### src/rtl/simd_fetch.sv
// simd_fetch -- instruction fetch stage feeding the SIMD decoder.
//
// On start, words are read from a synchronous instruction memory beginning at
// start_pc and pushed into a 2-entry FIFO. The decoder reads that FIFO over a
// valid/ready handshake. Fetching stops after a return word has been fetched.
// done pulses when the decoder accepts that return word.
//
// Handshake: a word moves from the FIFO head to the decoder in any cycle where
// instr_valid and instr_ready are both high. While instr_valid is high and
// instr_ready is low, instruction and instr_pc hold steady.
//
// Ports:
//   clk, rst_n          clock, asynchronous active-low reset
//   start, start_pc     begin a fetch stream at start_pc (sampled only in IDLE)
//   busy, done          busy outside IDLE; done pulses when the return word is accepted
//   imem_req/imem_addr  memory read request and word address
//   imem_rdata          memory read data, valid one cycle after imem_req
//   instr_valid/ready   FIFO head handshake to the decoder
//   instruction         FIFO head word
//   instr_pc            word address of the FIFO head
module simd_fetch #(
    parameter int IMEM_AW = 8
) (
    input  logic               clk,
    input  logic               rst_n,
    input  logic               start,
    input  logic [IMEM_AW-1:0] start_pc,
    output logic               busy,
    output logic               done,
    output logic               imem_req,
    output logic [IMEM_AW-1:0] imem_addr,
    input  logic [31:0]        imem_rdata,
    output logic               instr_valid,
    input  logic               instr_ready,
    output logic [31:0]        instruction,
    output logic [IMEM_AW-1:0] instr_pc
);

    typedef enum logic [1:0] {
        IDLE  = 2'd0,
        RUN   = 2'd1,
        DRAIN = 2'd2
    } state_t;

    state_t             state, state_nxt;
    logic [IMEM_AW-1:0] pc;
    logic [IMEM_AW-1:0] req_addr;   // address of the read currently in flight
    logic               outst;
    logic               stop_q;
    logic               ret_now;
    logic               stop;
    logic               push;
    logic               pop;
    logic [1:0]         count;
    logic               wptr, rptr;
    logic [31:0]        fifo_word [2];
    logic [IMEM_AW-1:0] fifo_pc   [2];
    logic [2:0]         occupancy;

    // A return word is anything the decoder does not recognise.
    function automatic logic is_return(input logic [31:0] w);
        logic known;
        known = 1'b0;
        case (w[31:21])
            11'b10001011000,                 // ADD
            11'b11001011000,                 // SUB
            11'b10011011000,                 // MUL
            11'b10011010110,                 // UDIV
            11'b10101010101: known = 1'b1;   // LOAD
            11'b00011110011:                 // FADD / FSUB
                known = (w[15:10] == 6'b001010) || (w[15:10] == 6'b001110);
            default:         known = 1'b0;
        endcase
        return !known;
    endfunction

    // Data returning after the return word (stop_q set) is dropped.
    assign ret_now   = (state == RUN) & outst & ~stop_q & is_return(imem_rdata);
    assign stop      = stop_q | ret_now;
    assign push      = outst & ~stop_q;
    assign pop       = instr_valid & instr_ready;

    // Words already owned (stored or in flight) must stay within the 2 slots,
    // counting the slot freed by a pop in this same cycle.
    assign occupancy = {1'b0, count} + {2'b00, outst};
    assign imem_req  = (state == RUN) & ~stop & (occupancy < (3'd2 + {2'b00, pop}));
    assign imem_addr = pc;

    // In DRAIN nothing is pushed, so the last remaining entry is the return word.
    assign done        = (state == DRAIN) & pop & (count == 2'd1);
    assign busy        = (state != IDLE);
    assign instr_valid = (count != 2'd0);
    assign instruction = instr_valid ? fifo_word[rptr] : '0;
    assign instr_pc    = instr_valid ? fifo_pc[rptr]   : '0;

    always_comb begin
        state_nxt = state;
        case (state)
            IDLE:    if (start)   state_nxt = RUN;
            RUN:     if (ret_now) state_nxt = DRAIN;
            DRAIN:   if (done)    state_nxt = IDLE;
            default:              state_nxt = IDLE;
        endcase
    end

    always_ff @(posedge clk or negedge rst_n) begin
        if (!rst_n) begin
            state    <= IDLE;
            pc       <= '0;
            req_addr <= '0;
            outst    <= 1'b0;
            stop_q   <= 1'b0;
        end else begin
            state <= state_nxt;
            outst <= imem_req;
            if (imem_req) req_addr <= pc;
            if (state == IDLE && start) pc <= start_pc;
            else if (imem_req)          pc <= pc + 1'b1;
            if (state == IDLE)  stop_q <= 1'b0;
            else if (ret_now)   stop_q <= 1'b1;
        end
    end

    always_ff @(posedge clk or negedge rst_n) begin
        if (!rst_n) begin
            wptr  <= 1'b0;
            rptr  <= 1'b0;
            count <= 2'd0;
            for (int i = 0; i < 2; i++) begin
                fifo_word[i] <= '0;
                fifo_pc[i]   <= '0;
            end
        end else begin
            if (push) begin
                fifo_word[wptr] <= imem_rdata;
                fifo_pc[wptr]   <= req_addr;
                wptr            <= ~wptr;
            end
            if (pop) rptr <= ~rptr;
            case ({push, pop})
                2'b10:   count <= count + 2'd1;
                2'b01:   count <= count - 2'd1;
                default: count <= count;
            endcase
        end
    end

endmodule
### config.mk
export PLATFORM = sky130hd
export DESIGN_NAME = simd_fetch
export DESIGN_NICKNAME = d
export VERILOG_FILES = /design/src/rtl/simd_fetch.sv
export SDC_FILE = /design/constraint.sdc
export NUM_CORES = 1
export LEC_CHECK = 0
export ABC_AREA = 1
export CAP_MARGIN = 20
export CORE_MARGIN = 2
export CORE_UTILIZATION = 56
export DETAILED_ROUTE_END_ITERATION = 8
export PLACE_DENSITY = 0.95
export SETUP_SLACK_MARGIN = 0.15
export SYNTH_ARGS = -nofsm -noshare
export SYNTH_HDL_FRONTEND = slang
export SYNTH_SLANG_ARGS = --single-unit
export TNS_END_PERCENT = 100
### constraint.sdc
create_clock -name clk -period 4.9 [get_ports clk]
set_input_delay 0.98 -clock clk [delete_from_list [all_inputs] [get_ports clk]]
set_output_delay 0.98 -clock clk [all_outputs]
set_load 0.01 [all_outputs]
==> results of run 1 <==
-- synth_stat cells --
cell,instances
sky130_fd_sc_hd__inv_1,49
sky130_fd_sc_hd__o31ai_1,1
sky130_fd_sc_hd__buf_6,1
sky130_fd_sc_hd__or2_2,1
sky130_fd_sc_hd__buf_2,7
sky130_fd_sc_hd__clkinv_1,1
sky130_fd_sc_hd__nand3_2,2
sky130_fd_sc_hd__dfrtp_1,104
sky130_fd_sc_hd__or2_1,1
sky130_fd_sc_hd__nand2_1,153
sky130_fd_sc_hd__ha_1,6
sky130_fd_sc_hd__nand2_2,1
sky130_fd_sc_hd__clkbuf_1,24
sky130_fd_sc_hd__inv_4,1
sky130_fd_sc_hd__nand3b_1,1
sky130_fd_sc_hd__nand2_4,1
sky130_fd_sc_hd__xnor2_1,3
sky130_fd_sc_hd__nor2_2,4
sky130_fd_sc_hd__nor2_1,94
sky130_fd_sc_hd__nor3b_1,1
sky130_fd_sc_hd__xor2_1,3
sky130_fd_sc_hd__clkbuf_2,1
sky130_fd_sc_hd__nor3_1,2
sky130_fd_sc_hd__nand3_1,17
sky130_fd_sc_hd__inv_2,3
sky130_fd_sc_hd__a21oi_1,2
sky130_fd_sc_hd__o21ai_1,27
sky130_fd_sc_hd__o21ai_0,104
-- cell usage in the layout, fill, tap and decap left out, types with 6 or more instances in the layout --
cell type / instances
sky130_fd_sc_hd__ha_1: 6
sky130_fd_sc_hd__clkbuf_8: 10
sky130_fd_sc_hd__nand3_1: 17
sky130_fd_sc_hd__o21ai_1: 27
sky130_fd_sc_hd__nor2_1: 94
sky130_fd_sc_hd__dfrtp_1: 104
sky130_fd_sc_hd__o21ai_0: 104
sky130_fd_sc_hd__nand2_1: 152
sky130_fd_sc_hd__inv_1: 49
sky130_fd_sc_hd__clkdlybuf4s50_1: 94
sky130_fd_sc_hd__buf_4: 8
-- power by group --
group	total (W)	switching (W)	internal [W]
Sequential	0.00149	0.000237	0.00125
Clock	0.000594	0.000290	0.000304
Combinational	0.00219	0.00119	0.000993
-- kinds of logic after synthesis --
group	after synthesis	synth area share [%]
and+or+nand+nor	278	22.9
AOI/OAI and AO/OA	134	13.8
DFF	104	53.5
buffers and inverters	87	7.13
xor gates and xnor gates	6	1.08
adders and majority gates	6	1.54
-- sequential cells by signal, summed over array words and instances (netlist names) --
signal	count
wptr	1
req_addr	8
outst	1
rptr	1
fifo_pc	16
count	2
fifo_word	64
state	2
stop_q	1
imem_addr	8
-- how the worst min path moves through the flow --
| stage | slack [ns] | end | from |
|---|---|---|---|
| finish | 0.49 | fifo_word[58] | fifo_word[58] |
| global route | 0.52 | fifo_word[45] | fifo_word[45] |
| CTS | 0.49 | fifo_word[41] | fifo_word[41] |
| detailed placement | 0.47 | req_addr[1] | req_addr[1] |
| global placement | 0.46 | fifo_word[34] | fifo_word[34] |
| floorplan | 0.45 | fifo_word[34] | fifo_word[34] |
-- final cells by class --
class / instances / area [sq um]
Fill cell: 607 / 2220
Timing Repair Buffer: 102 / 1000
Tap cell: 105 / 131
Clock buffer: 12 / 145
Multi-Input combinational cell: 424 / 1920
Sequential cell: 104 / 2600
Inverter: 54 / 205
Clock inverter: 4 / 76.3
-- per-layer routing --
metal	GRT usage, %	vias to the layer above
li1	-	2102
met1	33.1	2084
met2	42.6	170
met3	4.32	24
met4	9.97	0
met5	0	-
-- worst register-to-register path, stage by stage, from the launching register on --
cell                      delay, ns
sky130_fd_sc_hd__dfrtp_1       0.39
sky130_fd_sc_hd__inv_1         0.07
sky130_fd_sc_hd__nor2_2        0.05
sky130_fd_sc_hd__inv_2         0.06
sky130_fd_sc_hd__or2_2         0.56
sky130_fd_sc_hd__buf_4         0.51
sky130_fd_sc_hd__nand2_1       0.13
sky130_fd_sc_hd__o21ai_0       0.12
-- per-stage QoR --
| step | instances | total power (W) | hold slack [ns] | cell area (sq um) |
|---|---|---|---|---|
| after global routing | 805 | 0.00458 | 0.518 | 6080 |
| after detailed placement | 789 | 0.00367 | 0.469 | 5860 |
| after CTS | 805 | 0.00428 | 0.493 | 6080 |
| after global placement | 789 | 0.00356 | 0.462 | 5860 |
| after floorplan | 615 | 0.00268 | 0.448 | 4860 |
| final | 805 | 0.00427 | 0.486 | 6080 |
==> reports/results.ini, run 1 <==
[worst_setup_path]
path_buf_inv=4
critical_path.cell_chain=clkdlybuf4s50_1 > nand2_1 > nor3_1 > nand3_1 > nand3_2 > nand3_2 > buf_4 > inv_4 > clkdlybuf4s50_1
crit_path_end=imem_req
crit_path_start=imem_rdata[22]
startpoint_type=input port
critical_path.max_fanout=20
timing.critical_path.required_ns=3.92
master_of_the_slowest_instance_on_the_critical_path=sky130_fd_sc_hd__clkdlybuf4s50_1
critical_path_class=input port to primary output
reg2reg_slack_ns=2.94
worst_setup_path_end_kind=primary output
reg2regPathDepth=7
reg2reg_to=fifo_word[34]
cp_slowest_stage_delay_ns=0.56
crit_arrival_ns=3.08
critical_path_depth=9
rr_startpoint=outst
cpLargestDelayFamily=buffers and inverters

[outcome]
status=completed

[global_route]
first_global_vias=4369
gr-usage-all-layers_pct=25.4
grt_antenna_before_repair=0
grt.overflow.total=0
pin_count_of_the_biggest_net_entering_global_routing=65
grt_pass1_wl_mm=19.7

[synthesis]
synthesis.area_sq_mm=0.00486
synth_top_cell_area_share_pct=53.5
synth-seq-cells=104
synthesis.instances=615
portion_of_the_post_synthesis_area_used_by_sequential_elements_pct=53.5
syn_avg_cell_area_sq_um=7.91
post_synth_main_area_contributors=sky130_fd_sc_hd__dfrtp_1, sky130_fd_sc_hd__nand2_1, sky130_fd_sc_hd__o21ai_0
ys_types=28
yosysWarnings=0
synth_fp_nets=665
post-synth-top-area-cell=sky130_fd_sc_hd__dfrtp_1

[clocking]
cts_setup_buffers=0
path_clk_slew_ns=0.08
cts.path.max_buffers=2
cts_buffers=9
post_cts_hold_buffers=0
clock_sink_count=104
ctsResizeCount=0
cts-htree-levels=3
clock_tree.root_cell=sky130_fd_sc_hd__clkbuf_8
insertion_delay_to_the_later_sink_of_the_worst_skew_pair_ns=0.37
tritoncts=done

[sta]
timing.final.max_slew_violations=0
fin_tns_setup_ns=0
timing.max_slew.rel_slack_pct=46.8
minimum_period_implied_by_the_final_worst_setup_slack_ns=4.06
tightest_slew_ns=0.798
setup_viol=0
fin_skew_ns=0.0121
final.setup.worst_slack_ns=0.843
timing.final.crit_share_pct=82.8
grt_setup_unrepaired=false
finalHoldViolations=0
clock.fmax_mhz=247

[placement]
hpwlAfterDp_mm=7.85
placement.io_buffers=95
gpl.final_weighted_congestion=0.825
post-place-ws_ns=0.871

[hold_path]
holdPathStages=2
min_path_type=flip-flop to flip-flop

[finish]
post_route_core_utilization_pct=73.2
n_antenna_cell=0
post_route_cells_drive_above_1_share_pct=5.29
finalNetCount=745
synthToLayoutAreaGrowth_pct=25.0

[detailed_routing]
post_drt_wl_per_cell_um=14.7
topRoutingLayerUsed=met4
vias=4380
met1Wirelength_mm=5.11
detail_route.drc_violations=0
drt-vias-per-instance=5.44
detailedRoute.firstIterationViolations=361
met3_wirelength_um=664
drt_first_pass_iters=6
finalWirelength_mm=11.8
detail-route-antenna-nets=0
dr_wl_met2_mm=5.81

[flow_run]
max_cap_violations=0

[power]
max-vdd-ir-drop_mv=0.453
pwr_density_cell_mw_per_mm2=702
power_leakage_nw=2.94

[die]
core_area_sq_mm=0.00830
start_util_pct=58.6
chipHeight_um=97.2
floorplan.die_area_sq_mm=0.00944
num_io_pins=96
dieWidth_um=97.2
num_rows=33

(Power assumes the default switching activity.)
==> inputs of run 2 (changes only) <==
--- a/config.mk
+++ b/config.mk
@@ -8,9 +8,9 @@
 export ABC_AREA = 1
 export CAP_MARGIN = 20
 export CORE_MARGIN = 2
-export CORE_UTILIZATION = 56
+export CORE_UTILIZATION = 52
 export DETAILED_ROUTE_END_ITERATION = 8
-export PLACE_DENSITY = 0.95
+export PLACE_DENSITY = 0.9
 export SETUP_SLACK_MARGIN = 0.15
 export SYNTH_ARGS = -nofsm -noshare
 export SYNTH_HDL_FRONTEND = slang
==> constraint.sdc (replaced) <==
create_clock -name clk -period 4.2 [get_ports clk]
set_input_delay 0.84 -clock clk [delete_from_list [all_inputs] [get_ports clk]]
set_output_delay 0.84 -clock clk [all_outputs]
set_load 0.01 [all_outputs]
==> reports/results.ini, run 2 (synthesis gave the netlist of run 1 again) <==
[finish]
synthToLayoutAreaGrowth_pct=25.0  ; unchanged
post_route_core_utilization_pct=66.4  ; -6.8 points
number_of_flip_flops_under_the_largest_register_name=64  ; unchanged
top_register=fifo_word
final_common_cell=sky130_fd_sc_hd__nand2_1
layout.cells.most_common_list=sky130_fd_sc_hd__nand2_1, sky130_fd_sc_hd__o21ai_0, sky130_fd_sc_hd__dfrtp_1, sky130_fd_sc_hd__nor2_1, sky130_fd_sc_hd__clkdlybuf4s50_1
finalNetCount=746  ; +0.13%
post_route_cells_drive_above_1_share_pct=5.71  ; +0.42 points
n_antenna_cell=0  ; unchanged
largest_registers=fifo_word (64), fifo_pc (16)

[clocking]
ctsResizeCount=0  ; unchanged
cts-htree-levels=3  ; unchanged
path_clk_slew_ns=0.10  ; +0.02 ns
insertion_delay_to_the_later_sink_of_the_worst_skew_pair_ns=0.36  ; about the same
cts.path.max_buffers=2  ; unchanged
tritoncts=done
cts_buffers=9  ; unchanged
post_cts_hold_buffers=0  ; unchanged
clock_tree.root_cell=sky130_fd_sc_hd__clkbuf_8
clock_sink_count=104  ; unchanged
cts_setup_buffers=0  ; unchanged

[power]
power_leakage_nw=2.94  ; about the same
power.switching_w=0.00198  ; +15%
share_seq_of_total_power_pct=35.4  ; +0.6 points
max-vdd-ir-drop_mv=0.423  ; -6.6%
pwr_density_cell_mw_per_mm2=805  ; +15%
combinationalPowerShare_pct=51.7  ; +0.5 points
sw_share_pct=40.5  ; +0.19 points
p_int_w=0.00291  ; +14%
pwr-share-clk_pct=12.9  ; -1.0 points

[worst_setup_path]
cpLargestDelayFamily=buffers and inverters
master_of_the_slowest_instance_on_the_critical_path=sky130_fd_sc_hd__clkdlybuf4s50_1
crit_arrival_ns=2.85  ; -0.23 ns
reg2regPathDepth=11  ; +4
crit_path_end=imem_req
critical_path.cell_chain=clkdlybuf4s50_1 > nand2_1 > nor3_1 > nand3_1 > nand3_2 > nand3_2 > inv_4 > clkdlybuf4s50_1
critical_path_depth=8  ; -1
critical_path_class=input port to primary output
critical_path.max_fanout=8  ; -60%
path_buf_inv=3  ; -1
worst_setup_path_end_kind=primary output
rr_startpoint=count[0]
reg2reg_to=imem_addr[2]
timing.critical_path.required_ns=3.36  ; -0.56 ns
reg2reg_slack_ns=2.07  ; -0.87 ns
cp_slowest_stage_delay_ns=0.58  ; +0.02 ns
startpoint_type=input port
crit_path_start=imem_rdata[22]

[detailed_routing]
detail-route-antenna-nets=0  ; unchanged
drt-vias-per-instance=5.38  ; -1.1%
detail_route.drc_violations=0  ; unchanged
post_drt_wl_per_cell_um=14.0  ; -4.8%
finalWirelength_mm=11.3  ; -3.9%
vias=4368  ; -0.27%
detailedRoute.firstIterationViolations=270  ; -25%
drt_first_pass_iters=5  ; -1

[die]
core_area_sq_mm=0.00915  ; +10%
start_util_pct=53.1  ; -5.5 points
dieWidth_um=101  ; +3.6%
floorplan.die_area_sq_mm=0.0101  ; +7.4%
chipHeight_um=101  ; +3.6%
num_rows=35  ; +6.1%
num_io_pins=96  ; unchanged

[hold_path]
min_path_type=input port to async pin

[sta]
timing.final.max_slew_violations=0  ; unchanged
setup_viol=0  ; unchanged
fin_skew_ns=0.00872  ; -0.00334 ns
minimum_period_implied_by_the_final_worst_setup_slack_ns=3.69
tightest_slew_ns=0.884  ; +0.0862 ns
fin_tns_setup_ns=0  ; unchanged
finalHoldViolations=0  ; unchanged
clock.fmax_mhz=271
timing.final.crit_share_pct=88.0
timing.max_slew.rel_slack_pct=40.7  ; -6.1 points
grt_setup_unrepaired=false

[placement]
hpwlAfterDp_mm=7.82  ; -0.32%
gpl.final_weighted_congestion=0.882  ; +6.9%
placement.io_buffers=95  ; unchanged

[global_route]
grt_antenna_before_repair=0  ; unchanged
pin_count_of_the_biggest_net_entering_global_routing=51  ; -22%
grt_pass1_wl_mm=19.3  ; -2.3%
gr-usage-all-layers_pct=23.8  ; -1.5 points
grt.overflow.total=0  ; unchanged
first_global_vias=4169  ; -4.6%

[outcome]
status=completed

[flow_run]
max_cap_violations=0  ; unchanged

[run 2: changes by cell type in the layout (fill, tap and decap cells not counted)]
| cell | before | now |
|---|---|---|
| sky130_fd_sc_hd__clkinv_4 | 0 | 3 |
| sky130_fd_sc_hd__clkinv_2 | 0 | 1 |
| sky130_fd_sc_hd__inv_6 | 1 | 0 |
| sky130_fd_sc_hd__clkbuf_1 | 2 | 0 |
| sky130_fd_sc_hd__buf_4 | 8 | 9 |
| sky130_fd_sc_hd__bufinv_16 | 2 | 1 |
[run 2: through the flow]
step	worst slack (ns)	hold WS [ns]	instances	total power (W)	area (sq um)
floorplan	1.75	0.448	615	0.00313	4860
global placement	0.648	0.463	796	0.00416	5870
detailed placement	0.526	0.469	796	0.00428	5870
CTS	0.520	0.383	812	0.00492	6080
global route	0.381	0.394	812	0.00532	6080
finish	0.505	0.382	812	0.00489	6080
[run 2: area by class of cell]
class	instances	area [sq um]
multi-input cells	424	1920
repair buffers	103	1010
inverters	54	205
flip-flops and latches	104	2600
clock buffers	10	138
fillers	729	3080
clock inverters	6	68.8
well taps	111	139
[run 2: worst min path at each step]
stage                       start       endpoint  slack [ns]  depth (start not counted)
detailed placement  fifo_word[35]  fifo_word[35]        0.47                          2
finish                      rst_n  fifo_word[16]        0.38                          1
CTS                         rst_n  fifo_word[19]        0.38                          1
global placement    fifo_word[59]  fifo_word[59]        0.46                          2
floorplan           fifo_word[34]  fifo_word[34]        0.45                          2
global route                rst_n  fifo_word[50]        0.39                          1
[run 2: routing by layer]
metal | GRT usage, % | up-vias | wire length [um]
li1 | - | 2102 | -
met1 | 32.6 | 2101 | 5040
met2 | 38.7 | 151 | 5520
met3 | 4.02 | 14 | 630
met4 | 8.32 | 0 | 165
met5 | 0 | - | 0
[run 2: power groups by stage]
stage / registers [W] / clock network (W) / logic (W)
after floorplan: 0.00169 / 0 / 0.00144
after global placement: 0.00171 / 0 / 0.00245
after detailed placement: 0.00175 / 0 / 0.00253
after CTS: 0.00173 / 0.000650 / 0.00254
after global routing: 0.00179 / 0.000689 / 0.00284
final: 0.00173 / 0.000632 / 0.00253
==> inputs of run 3 (changes only) <==
--- a/config.mk
+++ b/config.mk
@@ -6,7 +6,7 @@
 export NUM_CORES = 1
 export LEC_CHECK = 0
 export ABC_AREA = 1
-export CAP_MARGIN = 20
+export CAP_MARGIN = 10
 export CORE_MARGIN = 2
 export CORE_UTILIZATION = 52
 export DETAILED_ROUTE_END_ITERATION = 8
==> results of run 3 <==
Final layout, timing and power as in run 2 (identical DEF).
